`src/rtl/m_div_controller.sv`:
```
// Sequencing FSM for the M-unit restoring divider: drives the m_registers
// R/D/Z selects, latches result selection/sign fix-up, and handles the
// RISC-V divide-by-zero and signed-overflow shortcuts.
`ifndef MUX_R_LENGTH
`define MUX_R_LENGTH 2
`endif
`ifndef MUX_D_LENGTH
`define MUX_D_LENGTH 2
`endif
`ifndef MUX_Z_LENGTH
`define MUX_Z_LENGTH 2
`endif

module m_div_controller #(
  parameter int XLEN  = 32,
  parameter int CNT_W = 5
) (
  input  logic                     clk,
  input  logic                     reset,
  input  logic                     start,
  input  logic [1:0]               op,
  input  logic                     rs1_msb,
  input  logic                     rs2_msb,
  input  logic                     rs2_zero,
  input  logic                     rs1_min,
  input  logic                     rs2_ones,
  input  logic                     flush,
  input  logic                     sub_neg,
  input  logic                     out_ready,
  output logic [`MUX_R_LENGTH-1:0] mux_R,
  output logic [`MUX_D_LENGTH-1:0] mux_D,
  output logic [`MUX_Z_LENGTH-1:0] mux_Z,
  output logic                     ready,
  output logic                     busy,
  output logic                     out_valid,
  output logic [1:0]               res_sel,
  output logic                     res_neg
);

  // Select encodings shared with m_registers.
  localparam logic [`MUX_R_LENGTH-1:0] R_KEEP     = 2'd0;
  localparam logic [`MUX_R_LENGTH-1:0] R_A        = 2'd1;
  localparam logic [`MUX_R_LENGTH-1:0] R_A_NEG    = 2'd2;
  localparam logic [`MUX_R_LENGTH-1:0] R_SUB_KEEP = 2'd3;

  localparam logic [`MUX_D_LENGTH-1:0] D_KEEP  = 2'd0;
  localparam logic [`MUX_D_LENGTH-1:0] D_B     = 2'd1;
  localparam logic [`MUX_D_LENGTH-1:0] D_B_NEG = 2'd2;
  localparam logic [`MUX_D_LENGTH-1:0] D_SHR   = 2'd3;

  localparam logic [`MUX_Z_LENGTH-1:0] Z_KEEP    = 2'd0;
  localparam logic [`MUX_Z_LENGTH-1:0] Z_ZERO    = 2'd1;
  localparam logic [`MUX_Z_LENGTH-1:0] Z_SHL_ADD = 2'd2;

  localparam logic [1:0] SEL_Z    = 2'b00;
  localparam logic [1:0] SEL_R    = 2'b01;
  localparam logic [1:0] SEL_ONES = 2'b10;

  localparam logic [CNT_W-1:0] CNT_LAST = CNT_W'(XLEN - 1);

  typedef enum logic [1:0] {
    IDLE = 2'd0,
    ITER = 2'd1,
    DONE = 2'd2
  } state_t;

  state_t           state_reg, state_next;
  logic [CNT_W-1:0] cnt_reg, cnt_next;
  logic [1:0]       res_sel_reg, res_sel_next;
  logic             res_neg_reg, res_neg_next;

  logic signed_op, neg_a, neg_b, overflow, accept;

  // The quotient/remainder update uses sub_neg directly inside the datapath.
  logic sub_neg_unused;
  assign sub_neg_unused = sub_neg;

  assign signed_op = ~op[0];
  assign neg_a     = signed_op & rs1_msb;
  assign neg_b     = signed_op & rs2_msb;
  assign overflow  = signed_op & rs1_min & rs2_ones;

  always_ff @(posedge clk or posedge reset) begin
    if (reset) begin
      state_reg   <= IDLE;
      cnt_reg     <= '0;
      res_sel_reg <= SEL_Z;
      res_neg_reg <= 1'b0;
    end else begin
      state_reg   <= state_next;
      cnt_reg     <= cnt_next;
      res_sel_reg <= res_sel_next;
      res_neg_reg <= res_neg_next;
    end
  end

  always_comb begin
    state_next   = state_reg;
    cnt_next     = cnt_reg;
    res_sel_next = res_sel_reg;
    res_neg_next = res_neg_reg;
    mux_R        = R_KEEP;
    mux_D        = D_KEEP;
    mux_Z        = Z_KEEP;
    ready        = 1'b0;
    busy         = 1'b0;
    out_valid    = 1'b0;
    accept       = 1'b0;

    case (state_reg)
      IDLE: begin
        ready = 1'b1;
      end
      ITER: begin
        busy  = 1'b1;
        mux_R = R_SUB_KEEP;
        mux_D = D_SHR;
        mux_Z = Z_SHL_ADD;
        if (cnt_reg == '0) begin
          state_next = DONE;
        end else begin
          cnt_next = cnt_reg - 1'b1;
        end
      end
      DONE: begin
        out_valid = 1'b1;
        ready     = out_ready;
        if (out_ready) begin
          state_next = IDLE;
        end
      end
      default: begin
        state_next = IDLE;
      end
    endcase

    // A start coinciding with the DONE handshake is accepted without an IDLE bubble.
    accept = start & ready & ~flush;
    if (accept) begin
      mux_Z = Z_ZERO;
      if (rs2_zero) begin
        mux_R        = R_A;
        res_sel_next = op[1] ? SEL_R : SEL_ONES;
        res_neg_next = 1'b0;
        state_next   = DONE;
      end else if (overflow) begin
        mux_R        = R_A;
        res_sel_next = op[1] ? SEL_Z : SEL_R;
        res_neg_next = 1'b0;
        state_next   = DONE;
      end else begin
        mux_R        = neg_a ? R_A_NEG : R_A;
        mux_D        = neg_b ? D_B_NEG : D_B;
        res_sel_next = op[1] ? SEL_R : SEL_Z;
        res_neg_next = op[1] ? neg_a : (neg_a ^ neg_b);
        cnt_next     = CNT_LAST;
        state_next   = ITER;
      end
    end

    if (flush) begin
      state_next = IDLE;
      mux_R      = R_KEEP;
      mux_D      = D_KEEP;
      mux_Z      = Z_KEEP;
    end
  end

  assign res_sel = res_sel_reg;
  assign res_neg = res_neg_reg;

`ifndef SYNTHESIS
  a_valid_not_busy: assert property (@(posedge clk) disable iff (reset) !(out_valid && busy));
  a_result_stable: assert property (@(posedge clk) disable iff (reset)
    (out_valid && !out_ready && !flush) |=> (out_valid && $stable(res_sel) && $stable(res_neg)));
`endif

endmodule

```
`config.mk`:
```
export PLATFORM = sky130hd
export DESIGN_NAME = m_div_controller
export DESIGN_NICKNAME = d
export VERILOG_FILES = /design/src/rtl/m_div_controller.sv
export SDC_FILE = /design/constraint.sdc
export NUM_CORES = 1
export LEC_CHECK = 0
export ABC_AREA = 1
export ABC_CLOCK_PERIOD_IN_PS = 3300
export BUFFER_PORTS_ARGS = -buffer_cell sky130_fd_sc_hd__buf_4
export CAP_MARGIN = 25
export CORE_MARGIN = 3
export CORE_UTILIZATION = 45
export DETAILED_ROUTE_END_ITERATION = 8
export PLACE_DENSITY = 0.74
export SKIP_LAST_GASP = 1
export SYNTH_ARGS = -nofsm -noshare
export SYNTH_HDL_FRONTEND = slang
export SYNTH_SLANG_ARGS = --single-unit
```
`constraint.sdc`:
```
create_clock -name clk -period 3.3 [get_ports clk]
set_clock_uncertainty 0.1 [all_clocks]
set_input_delay 0.495 -clock clk [delete_from_list [all_inputs] [get_ports clk]]
set_output_delay 0.495 -clock clk [all_outputs]
set_load 0.01 [all_outputs]
```
==> results.toml, run 1 <==
[sta]
finalCritPeriodShare_pct = 63.86
finalSetupTns_ns = 0
setup_viol = 0
tightest_slew_ns = 0.3683
finalCriticalPeriod_ns = 2.107
hold_viol = 0
holdWs_ns = 0.1030
slew_headroom_pct = 75.42
slew_viol_final = 0
max_freq_mhz = 474.5
rsz0062_at_grt = "no"

[global_routing]
grt_overflow_total = 0
antenna_found_initial = 0
grt_max_degree = 11
grt_pass1_wl_um = 2566
grt_pass1_vias = 651
grtUsageTotal_pct = 17.15

[critical_path]
arrival_ns = 1.51
reg2reg_slack_ns = 1.91
r2r_cells = 8
worst_setup_path_start_kind = "flop"
crit_family = "simple AND/OR/NAND/NOR gates"
cpPeakStageDelay_ns = 0.47
critPathSlowestCell = "dfrtp_1"
reg2reg_from = "cnt_reg[0]$_DFF_PP0_"
end_kind = "output pin"
critPathRequiredTime_ns = 2.70
timing.rr.end = "state_reg[1]$_DFFE_PP0P_"
cp.buffers_inverters = 1
critPathKind = "reg2out"
crit_chain = "nand2_2 > nand3_2 > nor2_4 > nand2_4 > nor2_2 > nor2_1 > buf_4"
critPathMaxFanout = 10

[place]
place.gp.congestion = 0.7446
port_buffers = 23
hpwl_um = 1210

[synthesis]
ys_warn_count = 0
ys_ff_latch = 10
synth_cell_types = 21
yosysSeqAreaShare_pct = 36.70
syn_avg_cell_area_um2 = 7.412
syn_inst = 92
syn_nets = 106
syn_area_um2 = 681.9

[clocking]
post_cts_buffers = 0
post_cts_resized = 0
h-tree-depth = 1
numCtsBuffers = 3
clock_path_buffers = 2
cts_tree = "built"
clock_latency_ns = 0.26
clk_pin_slew_worst_paths_ns = 0.06
cts_sinks = 10
cts_hold_buf = 0
root_buffer = "clkbuf_4"

[die]
die_x_um = 44.93
die_area_mm2 = 0.002018
io_pins = 25
rows = 13
die_height_um = 44.93
core_area_mm2 = 0.001366
start_util_pct = 49.91

[route]
vias_per_cell = 5.030
antenna_left = 0
num_vias = 674
drt_iter0_drc = 9
wl_per_cell_um = 10.57
drt_pass1_iterations = 4
routed_wl_um = 1417
drc_errors = 0

[final_layout]
final_nets = 134
largest_reg_flops = 5
diodes = 0
layout_common_cells = "nand2_1, buf_4, inv_1, nand3_1, dfrtp_1"
drive_gt1_share_pct = 34.45
area_delta_synth_final_pct = 33.39

[pwr]
power.density_mw_per_mm2 = 498.5
cellLeakagePower_nw = 0.5308
ir_worst_vdd_uv = 229.5

[worst_hold_path]
hold_class = "in2async"

[job]
cap_violations = 0

[status]
outcome = "finished, final reports clean"
## synth_stat cells
cell	count	area (um2)
nand3_1	10	50.05
xnor2_1	2	17.52
o21ai_1	1	5.000
inv_2	1	3.750
dfrtp_1	10	250.2
inv_1	16	60.06
nand3_2	3	30.03
nand2_2	1	6.260
nand2_4	3	33.78
nor2_4	2	22.52
clkinv_1	1	3.750
nand2_1	23	86.33
o211ai_1	2	15.01
o21a_1	1	7.510
a21oi_1	1	5.000
nor2_2	2	12.51
a21oi_2	1	8.760
o21ai_2	1	8.760
ha_1	1	12.51
nor2_1	6	22.52
o21ai_0	4	20.02
## per-stage QoR
| stage | cells | power, W | area, um2 | utilization, % | setup WS [ns] |
|---|---|---|---|---|---|
| 4_1_cts | 134 | 0.0004610 | 909.6 | 66.58 | 1.177 |
| 3_5_place_dp | 130 | 0.0003491 | 873.3 | 63.92 | 1.315 |
| 3_3_place_gp | 130 | 0.0003422 | 873.3 | 63.92 | 1.327 |
| 5_1_grt | 134 | 0.0004943 | 909.6 | 66.58 | 1.074 |
| 6_report | 134 | 0.0004534 | 909.6 | 66.58 | 1.193 |
| 2_1_floorplan | 92 | 0.0002899 | 681.9 | - | 1.507 |
## worst max-delay path by stage
stage	start	to	slack, ns	cells after the start
finish	state_reg[1]$_DFFE_PP0P_	mux_D[0]	1.19	7
global route	state_reg[1]$_DFFE_PP0P_	mux_D[1]	1.07	7
CTS	state_reg[1]$_DFFE_PP0P_	mux_D[1]	1.18	7
detailed placement	op[0]	mux_D[1]	1.31	9
global placement	op[0]	mux_D[1]	1.33	9
floorplan	out_ready	mux_R[0]	1.51	4
## logic make-up after synthesis
kind of cell	Yosys count	synth area share [%]
flip-flops	10	36.70
buffers and inverters	18	9.908
AO/OA/AOI/OAI	11	10.27
adder cells (fa/ha/maj)	1	1.835
XOR/XNOR	2	2.569
AND/OR/NAND/NOR	50	38.72
## area by class of cell
type | instances | area, um2
Fill cell | 128 | 456.7
Multi-Input combinational cell | 64 | 364.1
Sequential cell | 10 | 250.2
Timing Repair Buffer | 23 | 172.7
Inverter | 18 | 67.56
Clock buffer | 4 | 36.28
Tap cell | 15 | 18.77
## routing by layer
| layer | global-route usage [%] | wire length [um] | up-vias |
|---|---|---|---|
| li1 | - | - | 342 |
| met1 | 17.91 | 552 | 312 |
| met2 | 33.05 | 786 | 18 |
| met3 | 3.984 | 68 | 2 |
| met4 | 5.263 | 10 | 0 |
| met5 | 0 | 0 | - |
## report_power, final
group	total, W	leakage, nW	internal [W]	switching (W)
logic	0.000164	0.392	0.0000785	0.0000852
registers	0.000182	0.118	0.000154	0.0000275
clock network	0.000108	0.0210	0.0000669	0.0000413
total	0.000453	0.531	0.000299	0.000154
## worst register-to-register path, cell delays in order (launching register included)
cell and delay [ns]:
dfrtp_1 0.40, inv_1 0.08, ha_1 0.22, nand3_1 0.14, nand2_4 0.12, nand2_1 0.08, nand2_1 0.08, nand3_2 0.06
nand2_1 0.05
(Power assumes the default switching activity.)
==> inputs of run 2 (changes only) <==
--- a/config.mk
+++ b/config.mk
@@ -5,14 +5,14 @@
 export SDC_FILE = /design/constraint.sdc
 export NUM_CORES = 1
 export LEC_CHECK = 0
-export ABC_AREA = 1
-export ABC_CLOCK_PERIOD_IN_PS = 3300
+export ABC_AREA = 0
+export ABC_CLOCK_PERIOD_IN_PS = 1700
 export BUFFER_PORTS_ARGS = -buffer_cell sky130_fd_sc_hd__buf_4
 export CAP_MARGIN = 25
 export CORE_MARGIN = 3
-export CORE_UTILIZATION = 45
+export CORE_UTILIZATION = 41
 export DETAILED_ROUTE_END_ITERATION = 8
-export PLACE_DENSITY = 0.74
+export PLACE_DENSITY = 0.72
 export SKIP_LAST_GASP = 1
 export SYNTH_ARGS = -nofsm -noshare
 export SYNTH_HDL_FRONTEND = slang
==> constraint.sdc (replaced) <==
create_clock -name clk -period 1.7 [get_ports clk]
set_clock_uncertainty 0.1 [all_clocks]
set_input_delay 0.255 -clock clk [delete_from_list [all_inputs] [get_ports clk]]
set_output_delay 0.255 -clock clk [all_outputs]
set_load 0.01 [all_outputs]
==> run 2 against run 1 <==
The run now ends with setup timing left. Worst setup slack got worse by 1.7 ns. Clock-buffer cell count unchanged. Global-route usage down 0.58 points. Area after synthesis is 10% lower. Non-clock buffer count rose by 11. Critical path depth fell by 1. Register-to-register slack worse by 1.9 ns. Sequential cell count is the same. First-iteration DRC count fell by 89%. Synthesized cell count decreased by 27%. Critical path type unchanged. Largest cell class unchanged. Largest power group unchanged.
==> results.toml, run 2 <==
[status]
outcome = "complete, but fails checks"
violations = "setup timing"

[final_layout]
final_nets = 119
layout_common_cells = "buf_4, nand2_1, dfrtp_1, inv_1"
diodes = 0
mostFrequentLayoutCell = "buf_4"
register_area_um2 = 250.2
layoutNonFillerInstCount = 119
largest_reg_flops = 5
multi_input_area_um2 = 344.1
fillers = 111
area_delta_synth_final_pct = 56.44
drive_gt1_share_pct = 47.12

[die]
io_pins = 25
die_x_um = 44.63
die_height_um = 44.63
die_area_mm2 = 0.001992
rows = 13
core_area_mm2 = 0.001350
start_util_pct = 45.32

[global_routing]
grt_overflow_total = 0
antenna_found_initial = 0
grtUsageTotal_pct = 16.57
grt_pass1_vias = 570
grt_max_degree = 11
grt_pass1_wl_um = 2421

[clocking]
clk_pin_slew_worst_paths_ns = 0.07
h-tree-depth = 1
numCtsBuffers = 3
root_buffer = "clkbuf_4"
cts_tree = "built"
clock_latency_ns = 0.26
cts_sinks = 10
clock_path_buffers = 2

[job]
cap_violations = 0

[synthesis]
syn_inst = 67
synthArstFlopShare_pct = 100.0
ys_ff_latch = 10
yosysMostFrequentCell = "nand2_1"
synth_edf_count = 0
synth-main-ff-cell = "dfrtp_1"
yosysSeqAreaShare_pct = 40.90
synth_top_area_cell = "dfrtp_1"
syn_area_um2 = 611.8
syn_nets = 81
netlist_top_cells_count = "nand2_1, dfrtp_1, inv_1, o21ai_0"
syn_avg_cell_area_um2 = 9.132
synthTopCellsByArea = "dfrtp_1, nand2_1, inv_1, xnor2_1, o21ai_0"
ys_warn_count = 0
synth_cell_types = 29
synth_top_cell_area_share_pct = 40.90

[sta]
rsz0062_at_grt = "yes"
max_freq_mhz = 457.9
tightest_slew_ns = 0.3670
slew_headroom_pct = 75.51
setup_viol = 5
hold_viol = 0
finalCritPeriodShare_pct = 128.5
finalCriticalPeriod_ns = 2.184
slew_viol_final = 0
setup_slack_ns = -0.4838

[route]
drt_iter0_drc = 1
vias_per_cell = 4.975
drc_errors = 0
routed_wl_um = 1406
wl_per_cell_um = 11.82
antenna_left = 0
drt_pass1_iterations = 3
num_vias = 592

[critical_path]
critPathRequiredTime_ns = 1.34
critPathSlowestCell = "or4b_4"
crit_chain = "nor2b_4 > or4b_4 > clkinv_8 > nand2_4 > mux2_4 > buf_4"
worst_setup_path_start_kind = "flop"
cpPeakStageDelay_ns = 0.53
critPathKind = "reg2out"
critPathMaxFanout = 2
end_kind = "output pin"
arrival_ns = 1.83

[pwr]
power.density_mw_per_mm2 = 856.2
cellLeakagePower_nw = 0.5026
ir_worst_vdd_uv = 430.4

[place]
place.gp.congestion = 0.7444
hpwl_um = 1096
dpl_worst_slack_ns = -0.1999
dp.cells = 113
port_buffers = 23

[worst_hold_path]
hold_class = "in2reg"
==> run 2: path summary, 6_finish.rpt <==
path                                     startpoint                        to  slack (ns)  cells after the start
max                        state_reg[1]$_DFFE_PP0P_                  mux_D[0]       -0.48                      6
min                                        rs2_zero    res_sel[1]$_DFFE_PP0N_        0.16                      3
max reg2reg                state_reg[1]$_DFFE_PP0P_       res_neg$_DFFE_PP0N_        0.05                      4
min reg2reg                  res_sel[1]$_DFFE_PP0N_    res_sel[1]$_DFFE_PP0N_        0.38                      2
min in group asynchronous                     reset  state_reg[0]$_DFFE_PP0P_        0.42                      3
max in group asynchronous                     reset      cnt_reg[4]$_DFF_PP0_        0.81                      3
==> run 2: metal layers <==
| metal | vias up | routed length (um) | share of wire [%] | GRT usage [%] |
|---|---|---|---|---|
| met5 | - | 0 | 0 | 0 |
| met4 | 0 | 17 | 1.2 | 9.036 |
| met3 | 2 | 59 | 4.2 | 2.846 |
| met2 | 15 | 780 | 55 | 28.94 |
| met1 | 274 | 549 | 39 | 18.80 |
| li1 | 301 | - | - | - |
==> run 2: power breakdown <==
group	switching (W)	leakage, nW	internal [W]	total [W]
Combinational	0.000125	0.366	0.000147	0.000272
Clock	0.0000814	0.0210	0.000130	0.000211
Sequential	0.0000473	0.115	0.000289	0.000337
==> run 2: repair_timing <==
action / 4_1_cts / 5_1_grt
setup buffers: 1 / 0
gates resized for setup: 3 / 10
gates cloned: 0 / 0
pin swaps: 1 / 0
hold buffers: 1 / 0
hold endpoints to repair: 10 / 0
endpoints found under the setup margin: 5 / 10
==> run 2: stage by stage <==
step	area, um2	util (%)	hold WS, ns	total power (W)	setup TNS, ns
finish	957.2	70.90	0.1643	0.0008195	-1.899
global route	957.2	70.90	0.1696	0.0008809	-2.220
CTS	920.9	68.21	0.1536	0.0008062	-1.989
detailed placement	859.6	63.67	0.1553	0.0005850	-0.4730
global placement	859.6	63.67	0.1502	0.0005759	-0.4518
floorplan	611.8	-	-0.004822	0.0004717	-0.4130
==> run 2: worst max-delay path: cells and delay by family (launching register included) <==
| family | cells | cell delay, ns |
|---|---|---|
| buffers and inverters | 2 | 0.21 |
| DFF | 1 | 0.38 |
| muxes | 1 | 0.29 |
| and+or+nand+nor | 3 | 0.69 |
==> run 2: area by class of cell <==
class                      instances  share of cell area (%)
clock buffer                       4                   3.791
inverter                           8                   4.444
multi-input combinational         48                   35.95
sequential                        10                   26.14
tap                               15                   1.961
timing repair buffer              34                   27.71
==> run 2: cell families after synthesis <==
| family | after synthesis | synth area share (%) |
|---|---|---|
| AOI/OAI and AO/OA | 11 | 11.66 |
| DFF | 10 | 40.90 |
| muxes | 2 | 4.089 |
| buffers and inverters | 9 | 8.795 |
| adders and majority gates | 1 | 2.045 |
| and+or+nand+nor | 31 | 28.22 |
| xor gates and xnor gates | 3 | 4.295 |
